`config.mk`:
```
export PLATFORM = sky130hd
export DESIGN_NAME = dsp_i2s_tx
export DESIGN_NICKNAME = d
export VERILOG_FILES = /design/src/rtl/dsp_i2s_tx.sv
export SDC_FILE = /design/constraint.sdc
export NUM_CORES = 1
export LEC_CHECK = 0
export CORE_MARGIN = 5
export CORE_UTILIZATION = 58
export CTS_BUF_LIST = sky130_fd_sc_hd__clkbuf_8
export DETAILED_ROUTE_END_ITERATION = 8
export PLACE_DENSITY_LB_ADDON = 0.25
export SLEW_MARGIN = 20
export SYNTH_ARGS = -nofsm -noshare
export SYNTH_HDL_FRONTEND = slang
export SYNTH_SLANG_ARGS = --single-unit
```
`constraint.sdc`:
```
create_clock -name clock -period 3.51 [get_ports clock]
set_input_delay 0.702 -clock clock [delete_from_list [all_inputs] [get_ports clock]]
set_output_delay 0.702 -clock clock [all_outputs]
set_load 0.02 [all_outputs]
```
`src/rtl/dsp_i2s_tx.sv`:
```
// rtl/dsp_i2s_tx.sv - Philips I2S stereo transmitter with one-deep sample holding register
module dsp_i2s_tx #(
    parameter int BCLK_DIV = 4
) (
    input  logic        clock,
    input  logic        reset,
    input  logic [15:0] sample_l,
    input  logic [15:0] sample_r,
    input  logic        sample_valid,
    output logic        i2s_bclk,
    output logic        i2s_lrclk,
    output logic        i2s_sdata,
    output logic        frame_start,
    output logic        underrun
);

    localparam logic [7:0] DIV_LAST = 8'(BCLK_DIV - 1);

    logic [7:0]  div_cnt;
    logic [4:0]  bit_cnt;
    logic [31:0] frame;
    logic [15:0] hold_l;
    logic [15:0] hold_r;
    logic        pending;

    logic        div_wrap;
    logic        fall_event;
    logic        load;
    logic [4:0]  bit_next;
    logic [4:0]  bit_sel;

    // Divider wrap, bclk falling event, next bit position and frame-load decode
    always_comb begin
        div_wrap   = (div_cnt == DIV_LAST);
        fall_event = div_wrap && i2s_bclk;
        bit_next   = bit_cnt + 5'd1;
        // Position k carries F[32-k]; at k = 0 this wraps to F[0], the last bit of the old frame
        bit_sel    = 5'd0 - bit_next;
        load       = fall_event && (bit_cnt == 5'd0);
    end

    // Bit clock divider: toggle bclk every BCLK_DIV system clocks
    always_ff @(posedge clock or posedge reset) begin
        if (reset) begin
            div_cnt  <= '0;
            i2s_bclk <= 1'b0;
        end else if (div_wrap) begin
            div_cnt  <= '0;
            i2s_bclk <= ~i2s_bclk;
        end else begin
            div_cnt  <= div_cnt + 8'd1;
        end
    end

    // Serialiser: advance bit position, word select and data on each bclk falling event
    always_ff @(posedge clock or posedge reset) begin
        if (reset) begin
            bit_cnt   <= '0;
            frame     <= '0;
            i2s_lrclk <= 1'b0;
            i2s_sdata <= 1'b0;
        end else if (fall_event) begin
            bit_cnt   <= bit_next;
            i2s_lrclk <= bit_next[4];
            if (load) begin
                frame     <= {hold_l, hold_r};
                i2s_sdata <= hold_l[15];
            end else begin
                i2s_sdata <= frame[bit_sel];
            end
        end
    end

    // Frame request and stale-data flags, one cycle wide, aligned with the load
    always_ff @(posedge clock or posedge reset) begin
        if (reset) begin
            frame_start <= 1'b0;
            underrun    <= 1'b0;
        end else begin
            frame_start <= load;
            underrun    <= load && !pending;
        end
    end

    // Holding register: newest sample wins; a load in the same cycle sees the old contents
    always_ff @(posedge clock or posedge reset) begin
        if (reset) begin
            hold_l  <= '0;
            hold_r  <= '0;
            pending <= 1'b0;
        end else if (sample_valid) begin
            hold_l  <= sample_l;
            hold_r  <= sample_r;
            pending <= 1'b1;
        end else if (load) begin
            pending <= 1'b0;
        end
    end

endmodule
```
Word-level counts from Yosys, hierarchy flattened
Index checks and enable logic that the tools add are counted.
Cells by class
  add/sub/neg operators: 3
  $lt $le $gt $ge: 1
  eq/ne operators: 1
  muxes and demuxes: 6
  bitwise operators: 1
  reduce and logical (&&, ||, !) cells: 7
Operators by type and width (number)
  8-bit by 1-bit adder with 8-bit output, second input constant: 1
  8-bit by 2-bit equality test with 1-bit output, second input constant: 1
  8-bit 2-to-1 mux: 1
  5-bit by 6-bit < comparator with 1-bit output, second input constant: 1
  5-bit by 1-bit adder with 5-bit output, second input constant: 1
  1-bit binary-select mux with 5-bit select: 1
  5-bit zero test: 1
  1-bit by 5-bit subtractor with 5-bit output, first input constant: 1
  1-bit 2-to-1 mux: 4
  1-bit logical AND: 3
  2-bit AND reduction: 1
  2-bit nonzero test: 1
  1-bit zero test: 1
  1-bit inverter: 1
Storage, ports and cells
  flip-flop bits (word level): 83
  output and inout port bits: 5

Longest topological paths before layout
  depth after elaboration: 5
  depth in mapped cells: 10
  mapped depth without buffers: 8

Least setup slack after synthesis
Ideal clock, no wire load.
  kind: register -> register
  start point: register bit_cnt[0]
  end point: register i2s_sdata
  arrival time: 2.564 ns
  setup slack: 0.860 ns
  cell stages (with the launch flop): 10
  buffers on the path: 1
  period minus slack after synthesis: 2.650 ns
  cells stage by stage: dfrtp_1 clkbuf_1 inv_1 ha_1 or2_2 o21a_1 o211ai_1 mux2i_1 mux2_2 o211ai_1
Between the ends
  cells in the longest elaborated chain, start to end: 5
Ends and longest elaborated chain
  from (decl): RTL line 20  | logic [4:0] bit_cnt;
  from (signal assigned): RTL line 63  | bit_cnt <= bit_next;
  5-bit by 1-bit adder with 5-bit output: RTL line 36  | bit_next = bit_cnt + 5'd1;
  named net bit_next[0]: RTL line 29  | logic [4:0] bit_next;
  1-bit by 5-bit subtractor with 5-bit output: RTL line 38  | bit_sel = 5'd0 - bit_next;
  1-bit binary-select mux with 5-bit select: RTL line 69  | i2s_sdata <= frame[bit_sel];
  1-bit 2-to-1 mux (implied by the code): RTL line 69
  1-bit 2-to-1 mux: RTL line 65  | if (load) begin
  to (signal assigned): RTL line 67  | i2s_sdata <= hold_l[15];
  to (signal assigned): RTL line 69
  to (decl): RTL line 12  | output logic i2s_sdata,
The timed path passes the listed nets, and every way through them passes these cells. The select of a mux whose other input is x is not followed.
A chain may end at the register's enable or synchronous reset.

Final worst setup path
  start point: register div_cnt[0]
  end point: register frame[26]
Between the ends
  cells in the longest elaborated chain, start to end: 4
Ends and longest elaborated chain
  from (decl): RTL line 19  | logic [7:0] div_cnt;
  from (signal assigned): RTL line 51  | div_cnt <= div_cnt + 8'd1;
  8-bit by 2-bit equality test with 1-bit output (*): RTL line 34  | div_wrap = (div_cnt == DIV_LAST);
  1-bit logical AND (*): RTL line 35  | fall_event = div_wrap && i2s_bclk;
  1-bit logical AND: RTL line 39  | load = fall_event && (bit_cnt == 5'd0);
  2-bit AND reduction (no source line) (*)
  to (signal assigned): RTL line 66  | frame <= {hold_l, hold_r};
  to (decl): RTL line 21  | logic [31:0] frame;
Mark *: on every way between the ends. The rest lies on a longest branch, timed or not.

==> flow_summary.ini <==
[layout]
num_antenna_cells = 0
fill_cells = 415
drive_gt1_share_pct = 33.21
multi_input_area_sq_um = 1491
regArea_sq_um = 2052
fin_area_sq_um = 4287
area_growth_pct = 17.89
final_core_util_pct = 71.55
nets = 314

[cts]
cts.sinks = 82
cts_buffer_depth = 2
cts_resized = 0
cts-root-buf = clkbuf_8
cts_buffers = 9
insertion_delay_ns = 0.34
ctsHoldBuffers = 0
postCtsSetupBuffers = 0
cts_max_level = 3
cts_tree = built
path_clk_slew_ns = 0.08

[floorplanning]
die_w_um = 89.18
core_area_sq_um = 5991
ios = 40
start_util_pct = 60.69
die-area_sq_um = 7952
die_y_um = 89.18
rows = 28

[power]
p_seq_share_pct = 54.8
p_switching_mw = 0.4092
clockPowerShare_pct = 35.8
pwr_density_cell_nw_per_um2 = 451.9
switching_share_pct = 21.12
combinationalPowerShare_pct = 9.5
internal_power_mw = 1.528
ir_drop_mv = 0.2675
leakage_nw = 1.908

[critical_path]
cpMaxStageDelayCell = or4b_4
cp-end-kind = flop
reg2reg_slack_ns = 0.68
crit_fanout = 35
cp.required_ns = 3.73
max_stage_delay_ns = 0.50
crit_family = simple AND/OR/NAND/NOR gates
start_kind = flop
crit_type = flop to flop
path_cells = ha_1 -> or4b_4 -> nor4_4 -> and2_1 -> nand2_4 -> mux2_1
reg2reg_to = frame[26]
reg2reg_depth = 6
critPathLaunch = div_cnt[0]
cp_num_buf_inv = 0
reg2reg_from = div_cnt[0]
arrival_ns = 3.05

[timing]
fmax_ghz = 0.3532
worst_pin_slew_ns = 0.6196
hold_viol = 0
grt_setup_unrepaired = no
report.final.slew_viol_count = 0
setup_viol_count_final = 0
skew_ns = 0.01046
post-route-period-util_pct = 80.67
final.setup.tns_ns = 0
fin_crit_ns = 2.832
maxSlewHeadroom_pct = 58.69

[yosys]
netlist_instances = 234
synth_area_leaders = dfrtp_1, mux2_4, mux2_2, mux4_2, xnor2_1
syn_nets = 272
yosys-top-cells-count = dfrtp_1, mux2_2, mux2_4
synth_cell_type_count = 36
synth_area_per_cell_sq_um = 15.54
synthFlopType = dfrtp_1
synth-edff-count = 0
synth-async-reset-ratio_pct = 100.0
synth_area_sq_um = 3636
yosys.area.top_type = dfrtp_1
yosysSeqAreaShare_pct = 56.43
yosysMostFrequentCell = dfrtp_1
synth_top_cell_area_share_pct = 56.43
synth_seq_cells = 82
yosysWarnings = 0

[routing]
wl_per_cell_um = 16.52
drc = 0
postRouteAntennaNets = 0
first_pass_iters = 4
vias = 1953
first_iter_violations = 52
wirelength_mm = 5.864
vias_per_cell = 5.501

[min_path]
hold_start = pending
holdPathStages = 1
hold_class = flop to flop
min_to = underrun

[grt]
grt_pass1_vias = 2121
grt_overflow_total = 0
grt_pass1_wl_mm = 10.29
grt_max_degree = 83
antenna_found_initial = 0
track_usage_pct = 17.24

[place]
place_area_sq_um = 4083
place_hpwl_mm = 3.979
port-buffer-count = 39
globalplace.congestion = 0.8239

[flow_run]
maxCapViolCount = 0

[outcome]
status = finished clean
## cell type report
type                            instances  area share [%]
Clock buffer                           12           3.853
Clock inverter                          3          0.9048
Inverter                                5          0.4670
Multi-Input combinational cell        136           34.79
Sequential cell                        82           47.87
Tap cell                               75           2.189
Timing Repair Buffer                   42           9.924
## how the worst max path moves through the flow
stage                             to  depth (start not counted)
final                      frame[26]                          6
after CTS                  frame[26]                          6
after global routing       frame[26]                          6
after floorplan           bit_cnt[0]                          1
after global placement     frame[26]                          6
after detailed placement   frame[27]                          6
## cell usage in the layout (no fill, tap or decap), drive strengths merged, types with 5 or more instances in the layout
cell           instances
xnor2                  9
mux2                  65
dfrtp                 82
clkdlybuf4s50         39
clkbuf                12
inv                    5
nand2                  8
nand3                  6
mux4                   8
## power groups by stage
stage | clock network [mW] | registers, mW | logic, mW
floorplan | 0 | 1.06 | 0.126
global placement | 0 | 1.08 | 0.181
detailed placement | 0 | 1.08 | 0.187
CTS | 0.710 | 1.06 | 0.188
global route | 0.755 | 1.07 | 0.202
finish | 0.693 | 1.06 | 0.183
## cells by family after synthesis
logic type | share of synthesized area (%)
xor+xnor | 2.650
simple gates | 6.194
compound gates | 2.443
mux | 28.70
buf+inv | 2.546
fa+ha+maj | 1.032
flops | 56.44
## routing by layer
metal  track usage (%)  up-vias  routed length, um
met2             27.86       29               2919
met4             8.390        0                 98
met3             2.857        8                173
li1                  -      918                  -
met1             22.73      998               2672
met5                 0        -                  0
## registers in the layout, indices dropped and copies added, names as in the netlist
name         flops
frame           32
hold_l          16
hold_r          16
div_cnt          8
bit_cnt          4
frame_start      1
i2s_bclk         1
i2s_lrclk        1
i2s_sdata        1
pending          1
underrun         1
## metrics by stage
step / instances / power, mW / setup WS [ns] / hold slack, ns
floorplan: 234 / 1.191 / 0.6996 / 0.4040
detailed placement: 340 / 1.268 / 0.7123 / 0.4444
CTS: 355 / 1.960 / 0.6807 / 0.4551
finish: 355 / 1.937 / 0.6785 / 0.4482
global route: 355 / 2.028 / 0.5116 / 0.4803
global placement: 340 / 1.258 / 0.8184 / 0.4109
(Power assumes the default switching activity.)
